[config.mk]
export PLATFORM = sky130hd
export DESIGN_NAME = vga_timing
export DESIGN_NICKNAME = d
export VERILOG_FILES = /design/src/rtl/vga_timing_pkg.sv /design/src/rtl/vga_axis.sv /design/src/rtl/vga_timing.sv
export SDC_FILE = /design/constraint.sdc
export NUM_CORES = 1
export LEC_CHECK = 0
export ABC_CLOCK_PERIOD_IN_PS = 3000
export CAP_MARGIN = 20
export CORE_MARGIN = 10
export CORE_UTILIZATION = 60
export CTS_BUF_LIST = sky130_fd_sc_hd__clkbuf_8
export DETAILED_ROUTE_END_ITERATION = 7
export PLACE_DENSITY = 0.92
export SLEW_MARGIN = 20
export SYNTH_ARGS = -nofsm -noshare
export SYNTH_HDL_FRONTEND = slang
export SYNTH_SLANG_ARGS = --single-unit
[constraint.sdc]
create_clock -name clk -period 3 [get_ports clk]
set_input_delay 0.6 -clock clk [delete_from_list [all_inputs] [get_ports clk]]
set_output_delay 0.6 -clock clk [all_outputs]
set_load 0.01 [all_outputs]
[src/rtl/vga_timing_pkg.sv]
// vga_timing_pkg: 640x480@60 default raster constants and shared helpers.
package vga_timing_pkg;
    localparam int H_VISIBLE_DEF        = 640;
    localparam int H_FRONT_DEF          = 16;
    localparam int H_SYNC_DEF           = 96;
    localparam int H_BACK_DEF           = 48;
    localparam int V_VISIBLE_DEF        = 480;
    localparam int V_FRONT_DEF          = 10;
    localparam int V_SYNC_DEF           = 2;
    localparam int V_BACK_DEF           = 33;
    localparam int SYNC_ACTIVE_HIGH_DEF = 0;
    localparam int COUNT_MSB_DEF        = 9;

    function automatic int axis_total(input int visible, input int front, input int sync, input int back);
        return visible + front + sync + back;
    endfunction

    localparam int H_TOTAL_DEF = axis_total(H_VISIBLE_DEF, H_FRONT_DEF, H_SYNC_DEF, H_BACK_DEF);
    localparam int V_TOTAL_DEF = axis_total(V_VISIBLE_DEF, V_FRONT_DEF, V_SYNC_DEF, V_BACK_DEF);

    // Pin level for a sync pulse given the polarity setting.
    function automatic logic sync_level(input int active_high, input logic asserted);
        return (active_high != 0) ? asserted : ~asserted;
    endfunction
endpackage

[src/rtl/vga_axis.sv]
// vga_axis: modulo-N raster axis counter with carry, sync-window and visible-window decode.
module vga_axis
    import vga_timing_pkg::*;
#(
    parameter int VISIBLE = H_VISIBLE_DEF,
    parameter int FRONT   = H_FRONT_DEF,
    parameter int SYNC    = H_SYNC_DEF,
    parameter int BACK    = H_BACK_DEF,
    parameter int W       = COUNT_MSB_DEF + 1
) (
    input  logic         clk,
    input  logic         restart_n,
    input  logic         en,
    output logic [W-1:0] pos,
    output logic         carry,
    output logic         in_sync,
    output logic         in_visible,
    output logic         at_zero
);
    localparam int TOTAL = axis_total(VISIBLE, FRONT, SYNC, BACK);
    // Inclusive bounds keep every constant inside W bits even when TOTAL == 2**W.
    localparam logic [W-1:0] LAST_POS   = W'(TOTAL - 1);
    localparam logic [W-1:0] SYNC_FIRST = W'(VISIBLE + FRONT);
    localparam logic [W-1:0] SYNC_LAST  = W'(VISIBLE + FRONT + SYNC - 1);
    localparam logic [W-1:0] VIS_LAST   = W'(VISIBLE - 1);

    logic at_last;

    assign at_last    = pos == LAST_POS;
    assign carry      = en && at_last;
    assign in_sync    = (pos >= SYNC_FIRST) && (pos <= SYNC_LAST);
    assign in_visible = pos <= VIS_LAST;
    assign at_zero    = pos == '0;

    always_ff @(posedge clk or negedge restart_n) begin
        if (!restart_n)
            pos <= '0;
        else if (en)
            pos <= at_last ? '0 : pos + 1'b1;
    end
endmodule

[src/rtl/vga_timing.sv]
// vga_timing: raster timing generator producing registered coordinates, syncs and start pulses.
module vga_timing
    import vga_timing_pkg::*;
#(
    parameter int H_VISIBLE        = H_VISIBLE_DEF,
    parameter int H_FRONT          = H_FRONT_DEF,
    parameter int H_SYNC           = H_SYNC_DEF,
    parameter int H_BACK           = H_BACK_DEF,
    parameter int V_VISIBLE        = V_VISIBLE_DEF,
    parameter int V_FRONT          = V_FRONT_DEF,
    parameter int V_SYNC           = V_SYNC_DEF,
    parameter int V_BACK           = V_BACK_DEF,
    parameter int SYNC_ACTIVE_HIGH = SYNC_ACTIVE_HIGH_DEF,
    parameter int COUNT_MSB        = COUNT_MSB_DEF
) (
    input  logic               clk,
    input  logic               restart_n,
    input  logic               pixel_en,
    output logic [COUNT_MSB:0] hcount,
    output logic [COUNT_MSB:0] vcount,
    output logic               hsync,
    output logic               vsync,
    output logic               active,
    output logic               line_start,
    output logic               frame_start
);
    localparam int W = COUNT_MSB + 1;

    logic [COUNT_MSB:0] h, v;
    logic h_carry, h_sync, h_vis, h_zero;
    logic v_sync, v_vis, v_zero;
    logic frame_end_unused;

    vga_axis #(
        .VISIBLE(H_VISIBLE), .FRONT(H_FRONT), .SYNC(H_SYNC), .BACK(H_BACK), .W(W)
    ) u_h (
        .clk(clk), .restart_n(restart_n), .en(pixel_en),
        .pos(h), .carry(h_carry), .in_sync(h_sync), .in_visible(h_vis), .at_zero(h_zero)
    );

    vga_axis #(
        .VISIBLE(V_VISIBLE), .FRONT(V_FRONT), .SYNC(V_SYNC), .BACK(V_BACK), .W(W)
    ) u_v (
        .clk(clk), .restart_n(restart_n), .en(pixel_en && h_carry),
        .pos(v), .carry(frame_end_unused), .in_sync(v_sync), .in_visible(v_vis), .at_zero(v_zero)
    );

    // Outputs lag the counters by one enabled edge; pulses drop on any non-enabled edge.
    always_ff @(posedge clk or negedge restart_n) begin
        if (!restart_n) begin
            hcount      <= '0;
            vcount      <= '0;
            hsync       <= sync_level(SYNC_ACTIVE_HIGH, 1'b0);
            vsync       <= sync_level(SYNC_ACTIVE_HIGH, 1'b0);
            active      <= 1'b0;
            line_start  <= 1'b0;
            frame_start <= 1'b0;
        end else if (pixel_en) begin
            hcount      <= h;
            vcount      <= v;
            hsync       <= sync_level(SYNC_ACTIVE_HIGH, h_sync);
            vsync       <= sync_level(SYNC_ACTIVE_HIGH, v_sync);
            active      <= h_vis && v_vis;
            line_start  <= h_zero;
            frame_start <= h_zero && v_zero;
        end else begin
            line_start  <= 1'b0;
            frame_start <= 1'b0;
        end
    end
endmodule

==> flow_summary_export.csv, run 1 <==
group,metric,value,unit
run_status,outcome,"finished clean",
worst_setup_path,timing.reg2reg.setup_slack,0.87,ns
yosys,syn_nets,185,
yosys,postSynthCellCount,177,
worst_setup_path,timing.rr.start,"u_h.pos[0]",
sta,hold_violations,0,
route,detail_route.wirelength,4.317,mm
clock_tree,post_cts_setup_buffer_count,0,
clock_tree,tritoncts,"built",
clock_tree,clkSinkCount,45,
sta,max_freq,431.1,MHz
yosys,syn_area_per_cell,11.46,sq um
yosys,fraction_of_the_yosys_area_taken_by_sequential_cells,55.64,%
clock_tree,clockRootBuffer,"clkbuf_8",
floorplanning,die_outline_width,78.14,um
power_and_ir_drop,p_leak,1.086,nW
final_layout,num_antenna_cells,0,
final_layout,layout.cells.most_common_list,"dfrtp_1, clkdlybuf4s50_1, mux2_2, o21ai_0",
final_layout,syn2layout_area_growth,18.57,%
sta,timing.final.crit_share,77.33,%
global_routing,first_global_vias,1552,
sta,fin_skew,0.006112,ns
global_routing,antenna_found_initial,0,
clock_tree,clk_transition_reported_paths,0.08,ns
route,vias,1475,
final_layout,mostFrequentLayoutCell,"dfrtp_1",
yosys,postSynthRegisterBits,45,
sta,worstMarginPinSlew,0.9398,ns
sta,fin_setup_tns,0,ns
sta,minimum_clock_period_after_layout,2.320,ns
route,route.antenna.remaining_nets,0,
clock_tree,ctsHtreeMaxLevel,2,
yosys,syn-cell-area,0.002028,sq mm
final_layout,final_cell_area,0.002405,sq mm
floorplanning,num_io_pins,28,
clock_tree,cts_hold_repair.buffers,0,
final_layout,drive_gt1_share,15.12,%
sta,finalSetupViolations,0,
hold_path,holdCritPathClass,"in2async",
yosys,yosys.cell_types.count,32,
route,via_per_inst,5.876,
placement,dp.final_hpwl,3.008,mm
clock_tree,cts_resized,0,
global_routing,globalRoute.totalOverflow,0,
placement,post_dp_cell_area,0.002325,sq mm
floorplanning,initial_cell_density_of_the_core,61.26,%
floorplanning,core_area,0.003311,sq mm
clock_tree,cts_max_path_buffers,2,
clock_tree,latest_clock_arrival_within_the_worst_skew_pair,0.30,ns
floorplanning,die_area,0.006106,sq mm
floorplanning,die_h,78.14,um
worst_setup_path,critical_path.max_fanout,11,
yosys,synth_warnings,0,
clock_tree,cts-buffers-inserted,5,
route,drtPass1Iterations,4,
placement,dp.cells,243,
final_layout,instances_no_fill,251,
worst_setup_path,crit-reg2reg-capture,"u_v.pos[9]",
final_layout,n_fill_cell,247,
sta,rsz0062_at_grt,"false",
placement,routabilityCongestion,0.8444,
route,detail_route.wl_per_cell,17.20,um
worst_setup_path,rr_worst_depth,5,
job,cap_viol_max_count,0,
global_routing,grt_max_degree,46,
worst_setup_path,cp-end-kind,"flop",
placement,buffer_ports.inserted,27,
floorplanning,floorplan.rows,21,
power_and_ir_drop,total_power,0.001383,W
worst_setup_path,start_to_end_type_of_the_worst_setup_path,"in2reg",
worst_setup_path,required,3.23,ns
power_and_ir_drop,vdd_ir_drop_max,0.3912,mV
sta,maxSlewHeadroom,36.86,%
route,detail_route.drc_violations,0,
global_routing,grt_use_total,14.88,%
route,first_iter_violations,103,
power_and_ir_drop,p_per_area,575.3,mW/mm^2
worst_setup_path,critPathArrivalTime,2.55,ns
global_routing,wire_length_of_the_first_global_routing_pass,7.403,mm
worst_setup_path,worstSetupStartpointType,"input port",
final_layout,final_nets,212,
sta,timing_max_transition_violations_final,0,
[layer usage]
metal | share of wire (%) | GRT usage, % | up-vias | wire length, um
li1 | - | - | 685 | -
met1 | 38 | 16.31 | 735 | 1660
met2 | 53 | 25.41 | 44 | 2279
met3 | 6.9 | 5.923 | 11 | 299
met4 | 1.8 | 5.556 | 0 | 78
met5 | 0 | 0 | - | 0
[cell type report]
type | instances | area, sq um | area share [%]
clock buffer | 5 | 68.82 | 2.862
tap | 46 | 57.56 | 2.393
timing repair buffer | 28 | 272.8 | 11.34
sequential | 45 | 1129 | 46.93
inverter | 5 | 18.77 | 0.7804
clock inverter | 3 | 11.26 | 0.4683
multi-input combinational | 119 | 847.1 | 35.22
[kinds of logic (layout without fill, tap and decap cells)]
family                     count (synthesis)  after routing  synth area share [%]
buffers and inverters                     13             41                 2.591
DFF                                       45             45                 55.64
AOI/OAI and AO/OA                         23             23                 5.923
xor gates and xnor gates                  10             10                 4.318
adders and majority gates                  5              5                 3.085
and+or+nand+nor                           61             61                 17.34
muxes                                     20             20                 11.10
[flip-flops by register name, indices dropped and copies added (netlist names)]
| signal | flops |
|---|---|
| u_v.pos | 10 |
| hsync | 1 |
| frame_start | 1 |
| active | 1 |
| vsync | 1 |
| u_h.pos | 10 |
| vcount | 10 |
| line_start | 1 |
| hcount | 10 |
[metrics by stage]
stage	hold WS, ns	util [%]	setup WS [ns]
2_1_floorplan	0.3044	-	1.037
6_report	0.4420	72.64	0.6802
3_3_place_gp	0.4777	70.22	0.4700
4_1_cts	0.4822	72.64	0.6780
5_1_grt	0.5147	72.64	0.6175
3_5_place_dp	0.4768	70.22	0.3751
[critical path, stage by stage]
cell	delay, ns
clkdlybuf4s50_1	0.53
nand4_4	0.17
or3_1	0.54
or4_1	0.56
a21oi_1	0.15
[synth_stat cells, drive strengths merged]
library cell / n / share of area, %
and3: 4 / 1.2
inv: 5 / 0.93
dfrtp: 43 / 53
nand3: 11 / 2.7
or4: 1 / 0.37
or3: 1 / 0.31
ha: 5 / 3.1
dfstp: 2 / 2.6
nor4b: 1 / 0.43
buf: 6 / 1.3
nor2: 11 / 2.0
nand3b: 1 / 0.37
a21oi: 4 / 0.99
nor4: 2 / 0.62
or2: 1 / 0.43
mux2: 20 / 11
nor2b: 1 / 0.31
clkbuf: 2 / 0.37
nand2: 7 / 1.3
xor2: 6 / 2.6
o21ai: 16 / 3.9
a31oi: 2 / 0.62
xnor2: 4 / 1.7
o31ai: 1 / 0.37
nor3: 8 / 2.0
and4b: 1 / 0.49
nand4b: 2 / 0.86
nand4: 5 / 2.3
nand2b: 1 / 0.31
and4: 3 / 1.3
[worst max-delay path by stage]
stage	from	end	slack [ns]	cells after the start
after floorplan	pixel_en	u_v.pos[9]	1.04	5
after global routing	pixel_en	u_v.pos[9]	0.62	5
final	pixel_en	u_v.pos[9]	0.68	5
after CTS	pixel_en	u_v.pos[9]	0.68	5
after detailed placement	pixel_en	u_v.pos[9]	0.38	5
after global placement	pixel_en	u_v.pos[9]	0.47	5
[power by group]
group	internal (W)	total [W]	switching, W	leakage (nW)
registers	0.000677	0.000770	0.0000924	0.578
clock network	0.000155	0.000349	0.000194	0.0519
logic	0.000144	0.000265	0.000120	0.456
total	0.000977	0.00138	0.000406	1.09
Power figures use the tool's default switching activity.
==> run 2: changes to the inputs <==
- ABC_CLOCK_PERIOD_IN_PS: 3000 -> 2000
- CORE_UTILIZATION: 60 -> 51
- PLACE_DENSITY: 0.92 -> 0.84
- clock period: 3 -> 2 ns (I/O delays scaled with it)
==> flow_summary_export.csv, run 2 (synthesis results as in run 1) <==
group,metric,value,unit
run_status,outcome,"finished clean",
clock_tree,cts_hold_repair.buffers,0,
final_layout,layout.cells.most_common_list,"dfrtp_1, clkdlybuf4s50_1, mux2_2, o21ai_0, buf_4",
worst_setup_path,cp-end-kind,"flop",
route,detail_route.wirelength,4.006,mm
worst_setup_path,timing.rr.start,"u_h.pos[0]",
hold_path,holdCritPathClass,"in2async",
power_and_ir_drop,p_leak,1.143,nW
power_and_ir_drop,p_int,0.001547,W
placement,dp.final_hpwl,2.790,mm
power_and_ir_drop,seq_pwr_share,51.2,%
route,detail_route.drc_violations,0,
power_and_ir_drop,total_power,0.002136,W
clock_tree,cts-buffers-inserted,5,
sta,fin_hold_ws,0.1611,ns
sta,maxSlewHeadroom,57.51,%
clock_tree,tritoncts,"built",
floorplanning,die_outline_width,83.06,um
final_layout,drive_gt1_share,20.37,%
sta,minimum_clock_period_after_layout,1.876,ns
sta,fin_skew,0.004280,ns
route,detail_route.wl_per_cell,15.17,um
power_and_ir_drop,combinationalPowerShare,23.0,%
sta,timing_max_transition_violations_final,0,
global_routing,antenna_found_initial,0,
clock_tree,latest_clock_arrival_within_the_worst_skew_pair,0.30,ns
worst_setup_path,critical_path.max_fanout,4,
global_routing,wire_length_of_the_first_global_routing_pass,6.672,mm
worst_setup_path,critPathArrivalTime,2.10,ns
floorplanning,core_area,0.003744,sq mm
placement,pre_cts_slack,-0.1539,ns
clock_tree,post_cts_setup_buffer_count,0,
sta,setup_slack,0.1243,ns
clock_tree,cts_max_path_buffers,2,
floorplanning,die_area,0.006899,sq mm
route,via_per_inst,5.739,
placement,routabilityCongestion,0.8875,
sta,hold_violations,0,
power_and_ir_drop,vdd_ir_drop_max,0.6019,mV
power_and_ir_drop,part_of_the_total_power_dissipated_in_the_clock_network,25.8,%
placement,buffer_ports.inserted,27,
global_routing,grt_max_degree,46,
final_layout,area.sequential,0.001129,sq mm
final_layout,final_nets,224,
final_layout,instances_no_fill,264,
floorplanning,floorplan.rows,22,
clock_tree,clockRootBuffer,"clkbuf_8",
worst_setup_path,start_to_end_type_of_the_worst_setup_path,"reg2reg",
clock_tree,clk_transition_reported_paths,0.08,ns
route,vias,1515,
power_and_ir_drop,p_per_area,853.3,mW/mm^2
sta,finalSetupViolations,0,
clock_tree,cts_resized,0,
route,drtPass1Iterations,4,
floorplanning,die_h,83.06,um
power_and_ir_drop,net_switching_power,0.0005896,W
global_routing,globalRoute.totalOverflow,0,
clock_tree,clkSinkCount,45,
job,cap_viol_max_count,0,
final_layout,n_fill_cell,322,
sta,worstMarginPinSlew,0.6316,ns
sta,max_freq,533.1,MHz
placement,dp.cells,257,
final_layout,mostFrequentLayoutCell,"dfrtp_1",
sta,rsz0062_at_grt,"false",
final_layout,num_antenna_cells,0,
final_layout,multi_input_comb_area,847.1,sq um
global_routing,grt_use_total,11.37,%
floorplanning,initial_cell_density_of_the_core,54.18,%
sta,timing.final.crit_share,93.78,%
worst_setup_path,worstSetupStartpointType,"flop",
worst_setup_path,critPathLaunch,"u_h.pos[0]",
global_routing,first_global_vias,1443,
final_layout,syn2layout_area_growth,23.44,%
route,route.antenna.remaining_nets,0,
floorplanning,num_io_pins,28,
power_and_ir_drop,p_sw_share,27.60,%
worst_setup_path,required,2.22,ns
route,first_iter_violations,171,
clock_tree,ctsHtreeMaxLevel,2,
[run 2: cell count changes in the layout (fill, tap and decap cells not counted)]
cell	previous run	this run
clkbuf_8	5	6
buf_4	1	13
inv_1	8	6
[run 2: worst paths after layout]
| path | endpoint | depth (start not counted) | slack [ns] |
|---|---|---|---|
| setup / recovery | u_v.pos[9] | 5 | 0.12 |
| hold / removal | vcount[4] | 2 | 0.16 |
| setup reg to reg | u_v.pos[9] | 5 | 0.12 |
| hold reg to reg | hsync | 2 | 0.50 |
| max in group asynchronous | vsync | 2 | 1.45 |
| min in group clk | hsync | 2 | 0.50 |
[run 2: routing by layer]
metal  wire length (um)  share of wire, %  vias up  track usage, %
li1                   -                 -      711               -
met1               1682                42      736           13.29
met2               1860                46       54           17.18
met3                342               8.5       14           4.297
met4                121               3.0        0           6.923
met5                  0                 0        -               0
[run 2: power groups by stage]
stage | registers [W] | logic [W] | clock network [W]
after CTS | 0.00110 | 0.000499 | 0.000555
after global placement | 0.00111 | 0.000484 | 0
after detailed placement | 0.00111 | 0.000495 | 0
final | 0.00109 | 0.000491 | 0.000552
after floorplan | 0.00113 | 0.000242 | 0
after global routing | 0.00112 | 0.000542 | 0.000599
[run 2: worst max-delay path, cell delays in order (launching register included)]
cell and delay [ns]:
dfrtp_1 0.40, ha_1 0.26, nand4_4 0.12, or3_1 0.38, or4_1 0.50, a21oi_1 0.15
[run 2: layout make-up]
class                           count  area share [%]
Clock inverter                      1          0.1499
Sequential cell                    45           45.08
Timing Repair Buffer               40           14.49
Clock buffer                        6           3.298
Inverter                            5          0.7496
Multi-Input combinational cell    119           33.83
Tap cell                           48           2.399
[run 2: through the flow]
| stage | setup TNS, ns | area (sq um) | utilization [%] |
|---|---|---|---|
| after global placement | -0.2834 | 2417 | 64.57 |
| after global routing | 0 | 2504 | 66.88 |
| final | 0 | 2504 | 66.88 |
| after floorplan | 0 | 2028 | - |
| after detailed placement | -0.7076 | 2417 | 64.57 |
| after CTS | 0 | 2504 | 66.88 |
